<file path="config.mk">
export PLATFORM = sky130hd
export DESIGN_NAME = al422_frame_writer
export DESIGN_NICKNAME = d
export VERILOG_FILES = /design/src/rtl/al422_frame_writer_pkg.sv /design/src/rtl/al422_frame_writer_line_buf.sv /design/src/rtl/al422_frame_writer.sv
export SDC_FILE = /design/constraint.sdc
export NUM_CORES = 2
export LEC_CHECK = 0
export CAP_MARGIN = 20
export CORE_MARGIN = 4
export CORE_UTILIZATION = 40
export CTS_CLUSTER_SIZE = 28
export DETAILED_ROUTE_END_ITERATION = 8
export PLACE_DENSITY = 0.58
export SYNTH_ARGS = -nofsm -noshare
export SYNTH_HDL_FRONTEND = slang
export SYNTH_SLANG_ARGS = --single-unit
</file>
<file path="constraint.sdc">
create_clock -name in_clk -period 3.9 [get_ports in_clk]
set_input_delay 0.78 -clock in_clk [delete_from_list [all_inputs] [get_ports in_clk]]
set_output_delay 0.78 -clock in_clk [all_outputs]
set_load 0.01 [all_outputs]
</file>
<file path="src/rtl/al422_frame_writer_pkg.sv">
// Shared types for the AL422 frame writer: FSM states and output byte layout.
// Byte bits 2:0 carry the upper-half pixel (rgb1); bits 5:3 carry the lower half (rgb2).
package al422_frame_writer_pkg;

    typedef enum logic [2:0] {
        ST_IDLE,
        ST_WRST,
        ST_FILL,
        ST_EMIT,
        ST_DONE
    } state_t;

    localparam int BIT_R1 = 0;
    localparam int BIT_G1 = 1;
    localparam int BIT_B1 = 2;
    localparam int BIT_R2 = 3;
    localparam int BIT_G2 = 4;
    localparam int BIT_B2 = 5;
    localparam int PAD_W  = 2;

    function automatic logic [7:0] pack_byte(
        input logic ru, input logic gu, input logic bu,
        input logic rl, input logic gl, input logic bl
    );
        logic [7:0] b;
        b         = '0;
        b[BIT_R1] = ru;
        b[BIT_G1] = gu;
        b[BIT_B1] = bu;
        b[BIT_R2] = rl;
        b[BIT_G2] = gl;
        b[BIT_B2] = bl;
        return b;
    endfunction

endpackage

</file>
<file path="src/rtl/al422_frame_writer_line_buf.sv">
// One row pair of pixels: simple dual-port RAM, synchronous write, registered read.
// Read latency 1 cycle; no flow control (addresses are always accepted).
module al422_frame_writer_line_buf #(
    parameter int  COLS = 64,
    parameter int  DW   = 48,
    localparam int AW   = (COLS > 1) ? $clog2(COLS) : 1
) (
    input  logic          in_clk,
    input  logic          wr_en,
    input  logic [AW-1:0] wr_addr,
    input  logic [DW-1:0] wr_dat,
    input  logic [AW-1:0] rd_addr,
    output logic [DW-1:0] rd_dat
);

    logic [DW-1:0] mem [COLS];

    always_ff @(posedge in_clk) begin
        if (wr_en)
            mem[wr_addr] <= wr_dat;
        rd_dat <= mem[rd_addr];
    end

endmodule

</file>
<file path="src/rtl/al422_frame_writer.sv">
// Buffers one row pair of raster pixels and writes it to the AL422 as BITS bitplanes, LSB plane first.
// Byte latency: first WE-low one cycle after EMIT entry; pix_ready is low outside FILL (source holds data).
module al422_frame_writer
    import al422_frame_writer_pkg::*;
#(
    parameter int COLS        = 64,
    parameter int ROWS        = 16,
    parameter int BITS        = 8,
    parameter int WRST_CYCLES = 4
) (
    input  logic              in_clk,
    input  logic              in_rst,
    input  logic              frame_start,
    input  logic              pix_valid,
    output logic              pix_ready,
    input  logic [3*BITS-1:0] pix_upper,
    input  logic [3*BITS-1:0] pix_lower,
    output logic              al422_wrst_n,
    output logic              al422_we_n,
    output logic [7:0]        al422_data,
    output logic              busy,
    output logic              frame_done
);

    localparam int PIXW = 3 * BITS;
    localparam int CW   = (COLS > 1) ? $clog2(COLS) : 1;
    localparam int PW   = (BITS > 1) ? $clog2(BITS) : 1;
    localparam int RW   = (ROWS > 1) ? $clog2(ROWS) : 1;
    localparam int WW   = $clog2(WRST_CYCLES + 1);

    localparam logic [CW-1:0] COL_LAST   = CW'(COLS - 1);
    localparam logic [PW-1:0] PLANE_LAST = PW'(BITS - 1);
    localparam logic [RW-1:0] ROW_LAST   = RW'(ROWS - 1);
    localparam logic [WW-1:0] WRST_LAST  = WW'(WRST_CYCLES - 1);

    state_t          state;
    logic [CW-1:0]   col;
    logic [PW-1:0]   plane;
    logic [RW-1:0]   row;
    logic [WW-1:0]   wcnt;

    logic            wr_en;
    logic [CW-1:0]   rd_addr;
    logic [2*PIXW-1:0] rd_dat;
    logic [7:0]      slice_byte;

    assign wr_en = (state == ST_FILL) && pix_valid && pix_ready;

    // Read one column ahead so the RAM latency never gaps the WE-low run;
    // outside EMIT column 0 is pre-read, ready for the first EMIT cycle.
    always_comb begin
        rd_addr = '0;
        if (state == ST_EMIT && col != COL_LAST)
            rd_addr = col + CW'(1);
    end

    al422_frame_writer_line_buf #(
        .COLS (COLS),
        .DW   (2 * PIXW)
    ) u_line_buf (
        .in_clk  (in_clk),
        .wr_en   (wr_en),
        .wr_addr (col),
        .wr_dat  ({pix_lower, pix_upper}),
        .rd_addr (rd_addr),
        .rd_dat  (rd_dat)
    );

    always_comb begin
        logic [PIXW-1:0] up;
        logic [PIXW-1:0] lo;
        int              p;
        up = rd_dat[PIXW-1:0];
        lo = rd_dat[2*PIXW-1:PIXW];
        p  = int'(plane);
        slice_byte = pack_byte(up[p], up[BITS + p], up[2*BITS + p],
                               lo[p], lo[BITS + p], lo[2*BITS + p]);
    end

    always_ff @(posedge in_clk) begin
        if (in_rst) begin
            state        <= ST_IDLE;
            col          <= '0;
            plane        <= '0;
            row          <= '0;
            wcnt         <= '0;
            pix_ready    <= 1'b0;
            al422_wrst_n <= 1'b1;
            al422_we_n   <= 1'b1;
            al422_data   <= '0;
            busy         <= 1'b0;
            frame_done   <= 1'b0;
        end else begin
            frame_done <= 1'b0;
            al422_we_n <= 1'b1;
            case (state)
                ST_IDLE: begin
                    if (frame_start) begin
                        state        <= ST_WRST;
                        busy         <= 1'b1;
                        al422_wrst_n <= 1'b0;
                        wcnt         <= '0;
                        col          <= '0;
                        plane        <= '0;
                        row          <= '0;
                    end
                end
                ST_WRST: begin
                    if (wcnt == WRST_LAST) begin
                        al422_wrst_n <= 1'b1;
                        pix_ready    <= 1'b1;
                        state        <= ST_FILL;
                    end else begin
                        wcnt <= wcnt + WW'(1);
                    end
                end
                ST_FILL: begin
                    if (wr_en) begin
                        if (col == COL_LAST) begin
                            col       <= '0;
                            plane     <= '0;
                            pix_ready <= 1'b0;
                            state     <= ST_EMIT;
                        end else begin
                            col <= col + CW'(1);
                        end
                    end
                end
                ST_EMIT: begin
                    al422_we_n <= 1'b0;
                    al422_data <= slice_byte;
                    if (col == COL_LAST) begin
                        col <= '0;
                        if (plane == PLANE_LAST) begin
                            plane <= '0;
                            if (row == ROW_LAST) begin
                                row        <= '0;
                                busy       <= 1'b0;
                                frame_done <= 1'b1;
                                state      <= ST_DONE;
                            end else begin
                                row       <= row + RW'(1);
                                pix_ready <= 1'b1;
                                state     <= ST_FILL;
                            end
                        end else begin
                            plane <= plane + PW'(1);
                        end
                    end else begin
                        col <= col + CW'(1);
                    end
                end
                ST_DONE: begin
                    state <= ST_IDLE;
                end
                default: begin
                    state <= ST_IDLE;
                end
            endcase
        end
    end

endmodule

</file>
# Word level (Yosys, flattened, before mapping)

Memory sizes are Yosys's and may differ from the RTL's. A register that Yosys moved wholly into a read port is not among the register bits.
Cells that the tools add are included.

Equal/unequal tests: 17
Add/subtract/negate cells: 6
Order comparisons: 3
Reduce and logical (&&, ||, !) cells: 17
Bitwise gates (word level): 3
Muxes and demuxes: 60

Operators by type and width:

| kind                | number |
|---|---|
| $mux 3              | 13 |
| $mux 1              | 25 |
| $mux 6              | 4 |
| $bmux 1 s5          | 4 |
| $pmux 6 s3          | 1 |
| $mux 4              | 4 |
| $pmux 3 s4          | 1 |
| $ne 2x1->1 const B  | 5 |
| $reduce_and 5->1    | 2 |
| $eq 3x2->1 const B  | 3 |
| $pmux 3 s3          | 1 |
| $reduce_and 3->1    | 3 |
| $ne 2x2->1 const B  | 4 |
| $pmux 4 s2          | 1 |
| $reduce_and 7->1    | 1 |
| $add 3x1->3 const B | 2 |
| $add 5x3->6 const A | 1 |
| $add 6x1->6 const B | 1 |
| $bmux 1 s3          | 2 |
| $eq 6x6->1 const B  | 1 |
| $lt 3x6->1 const B  | 1 |
| $lt 5x6->1 const B  | 1 |
| $lt 6x6->1 const B  | 1 |
| $ne 6x6->1 const B  | 1 |
| other kinds (16)    | 23 |

Register bits after elaboration: 30
Memories: 1
Logic and storage cells: 118
Input bits: 52
Output and inout port bits: 13
RAM bits: 3072

Memory list:

| name           | depth | width | rd ports | clocked after memory_dff | write ports | RTL line                          | text |
|---|---|---|---|---|---|---|---|
| u_line_buf.mem | 64    | 48    | 1        | 1                        | 1           | al422_frame_writer_line_buf.sv:16 | `logic [DW-1:0] mem [COLS];` |

# Depth between registers and ports, before layout

Depth in word-level cells: 5
Gate-level depth with buffers: 13
Gate-level depth less buffers: 9

# Modules after synthesis

A second synthesis with hierarchy kept.

Cell total of the unflattened synthesis: 5170
Area, all modules: 118989.1 µm²

By module, submodules not included:

| module                      | area an instance (µm²) | seq. area each (µm²) | times used | cells each |
|---|---|---|---|---|
| al422_frame_writer_line_buf | 117148.6               | 93209.4              | 1          | 4970 |
| al422_frame_writer          | 1840.5                 | 600.6                | 1          | 200 |

# Worst setup path after synthesis

Ideal clock, no wire load.

Path kind: reg-to-reg
Start point: reg state[2]
End point: mem u_line_buf.mem[23][0] (enable)
Arrival: 3.592 ns
Clock period less this slack: 4.046 ns
Path slack: -0.146 ns
Library setup time: 0.454 ns
Cell stages (with the launch flop): 7
Cell sequence: dfxtp_1 -> clkbuf_1 -> nand2b_1 -> clkbuf_1 -> nor4_1 -> nand3_1 -> nor2_1

Longest elaborated chain between the ends: 5

RTL lines:

| element                         | RTL line                          | text |
|---|---|---|
| start, declared                 | al422_frame_writer.sv:36          | `state_t state;` |
| start signal, assigned          | al422_frame_writer.sv:82          | `state <= ST_IDLE;` |
| start signal, assigned          | al422_frame_writer.sv:99          | `state <= ST_WRST;` |
| start signal, assigned          | al422_frame_writer.sv:112         | `state <= ST_FILL;` |
| $eq 3x2->1                      | al422_frame_writer.sv:47          | `assign wr_en = (state == ST_FILL) && pix_valid && pix_ready;` |
| $logic_and 1x1->1 (2 in series) | al422_frame_writer.sv:47          |  |
| $mux 1                          | al422_frame_writer_line_buf.sv:19 | `if (wr_en)` |
| $mux 1 (not written as such)    | al422_frame_writer_line_buf.sv:20 | `mem[wr_addr] <= wr_dat;` |
| end, declared                   | al422_frame_writer_line_buf.sv:16 |  |

No other way between the ends.

# Final worst setup path

Start point: reg state[1]
End point: reg u_line_buf.rd_dat[17], read port of u_line_buf.mem

Longest elaborated chain between the ends: 3

RTL lines:

| element           | RTL line                          | text |
|---|---|---|
| $eq 3x2->1        | al422_frame_writer.sv:53          | `if (state == ST_EMIT && col != COL_LAST)` |
| $logic_and 1x1->1 | al422_frame_writer.sv:53          |  |
| $mux 6            | al422_frame_writer.sv:53          |  |
| end, declared     | al422_frame_writer_line_buf.sv:13 | `output logic [DW-1:0] rd_dat` |

No other way between the ends.
A chain may end at the register's enable or synchronous reset.

==> results.md <==
- Status: finished, final reports clean
- GRT Total Usage: 0.2681
- Pwr dens: 492.1 nW/um^2
- Mux cell area share after synthesis: 0.01980
- Num CTS Buffers: 324
- # setup viols final: 0
- Final hold vios: 0
- CP startpoint kind: register
- Syn Inst Count: 7,278
- Worst slew pin tran: 1176 ps
- Final period util: 0.9820
- DRC: 0
- Ratio of cells with drive above 1 in the final layout: 0.1241
- Avg Synthesized Cell Area: 16.24 um^2
- Final ANT Viol Nets: 0
- Worst-path clk slew: 60 ps
- Final WL: 419,700 um
- Die Area: 304,200 um^2
- Initial antenna violation count: 27
- Slew HR: 0.2162
- Simple-gate share of the synthesized area: 0.05265
- RSZ-0062 raised after global routing: false
- Num Clock Sinks: 3,150
- Asr flop ratio synth: 0
- Leak: 42.43 nW
- Drt wl/cell: 36.03 um
- Synth top area share: 0.7805
- Final #Nets: 7,520
- Synth Area in Compound Gates: 0.1122
- Initial drt markers: 12,481
- Via/cell ratio: 6.457
- # rows: 199
- Max_cap viols: 0
- Largest family of logic cells by synthesized area: compound AO/OA/AOI/OAI gates
- Number of global-route vias before repair: 71,819
- Clk Latency, worst-skew pair: 900 ps
- Synthesized cell area: 118,200 um^2
- Synth Area in Adders: 0.0006352
- Largest cells by area after synthesis: edfxtp_1 (78%), o221ai_1 (3.1%), o22ai_1 (2.6%)
- Data required time of the worst path: 4690 ps
- Largest net degree at the start of global routing: 99
- Synth cell count leaders: edfxtp_1 (3,072), o22ai_1 (484), o221ai_1 (421)
- HP Class: input pin to register
- TritonCTS clock tree: done
- Tmin final: 3830 ps
- P&R area growth vs syn: 16.20%
- FMAX: 261.1 MHz
- IO Count: 65
- Via Count: 75,216
- Core ar.: 294,100 um^2
- Number of post-CTS setup repair buffers: 0
- Kind of critical path: register to register
- Max Clock Skew: 70.80 ps
- EDFF count, synth: 3,072
- PostCTS Resize Cnt: 0
- Peak supply drop: 0.0003688 V
- XOR/XNOR Fraction of Synth Area: 0.0002223
- Crit-path max FO: 20
- Max Root-Sink Buffers: 4
- Initial Util: 0.4019
- TritonRoute pass-1 iters: 6
- Post-Place Cells: 11,023
- Count of final max-slew check failures: 0
- Most frequent cell after synthesis: edfxtp_1
- Post-synth top area cell: edfxtp_1
- Chip height: 551.6 um
- Clk root buf: clkbuf_16
- Crit path DAT: 4620 ps
- Hold-fix buffers, CTS: 0
- Gpl congestion: 0.8420
- Yosys reg bits: 3,150
- GRT Residual Overflow: 0
- Post-route setup TNS: 0 ps
- I/O Buffers: 62
- Fin cells: 11,648
- DP HPWL: 216,900 um
- Critical Path Sink Type: register
- Sequential area share after synthesis: 0.7938
- Synth cell types: 63
- WHS: 161.0 ps
- Die span in x: 551.6 um
- Top FF cell, synth: edfxtp_1
- Global-route wire length before repair: 575,400 um
- Synth warnings: 0
- CTS H-tree lvls: 5
==> kinds of logic after synthesis <==
group,after synthesis
DFF,3150
xor gates and xnor gates,3
other,1
adders and majority gates,6
and+or+nand+nor,1321
buffers and inverters,574
muxes,218
AOI/OAI and AO/OA,2005
==> layout by cell type (no fill, tap or decap), drive strengths merged, types with 14 or more instances in the layout <==
cell type | Yosys | layout
a211oi | 70 | 70
a21oi | 342 | 342
a311oi | 43 | 43
a31oi | 244 | 244
buf | 209 | 414
clkbuf | 362 | 457
clkdlybuf4s50 | 0 | 14
clkinv | 0 | 102
dfxtp | 78 | 78
edfxtp | 3072 | 3072
mux2i | 200 | 200
nand2 | 408 | 408
nand3 | 14 | 14
nor2 | 294 | 294
nor3 | 275 | 275
nor4 | 168 | 168
o21ai | 271 | 271
o221ai | 421 | 421
o22ai | 484 | 484
o31ai | 85 | 85
or3 | 88 | 88
or4 | 39 | 39
==> layout make-up <==
type | instances | area (um^2)
clock inverters | 125 | 1066
diodes | 11 | 27.53
multi-input cells | 3555 | 22570
inverters | 3 | 11.26
repair buffers | 428 | 5938
flip-flops and latches | 3150 | 93810
clock buffers | 457 | 9006
well taps | 3919 | 4903
fillers | 24748 | 156700
==> routing by layer <==
layer / GRT usage / wire, um / vias up
li1: - / - / 30232
met1: 0.3663 / 159500 / 38717
met2: 0.4150 / 191800 / 5302
met3: 0.05655 / 47320 / 949
met4: 0.1194 / 21050 / 16
met5: 0 / 113 / -
==> registers in the layout, summed over array words and instances (netlist names), 3 cells and up <==
name and flops:
u_line_buf.mem 3072, u_line_buf.rd_dat 48, al422_data 6, col 6, row 4, plane 3
state 3, wcnt 3
==> report_power, final <==
part / leakage (nW) / total (W) / internal (W) / switching (W)
clock network: 4.92 / 0.0298 / 0.0169 / 0.0129
logic: 9.26 / 0.000681 / 0.000118 / 0.000563
registers: 28.2 / 0.0371 / 0.0371 / 0.00000989
==> metrics by stage <==
stage	total power (W)	util	cell area (um^2)	setup WS [ps]
floorplan	0.03789	-	118200	-145.5
global placement	0.03840	0.4301	126500	-62.75
detailed placement	0.03844	0.4305	126600	207.7
CTS	0.06778	0.4647	136700	288.1
global route	0.06934	0.4670	137300	74.47
finish	0.06758	0.4670	137300	70.38
==> path summary, 6_finish.rpt <==
| kind | startpoint | end | slack, ps | depth (start not counted) |
|---|---|---|---|---|
| worst max register to register | state[1] | u_line_buf.rd_dat[17] | 70 | 8 |
| worst min register to register | wcnt[2] | wcnt[2] | 510 | 2 |
| worst min-delay path | pix_lower[19] | u_line_buf.mem[22][43] | 160 | 1 |
| worst max-delay path | state[1] | u_line_buf.rd_dat[17] | 70 | 8 |
==> critical path, stage by stage, from the launching register on <==
cell and delay [ps]:
dfxtp_1 580, and3b_1 320, buf_4 340, o211a_4 520, buf_4 450, o22ai_1 130, or3_1 340, a31oi_1 810
or4_1 220
(Power assumes the default switching activity.)
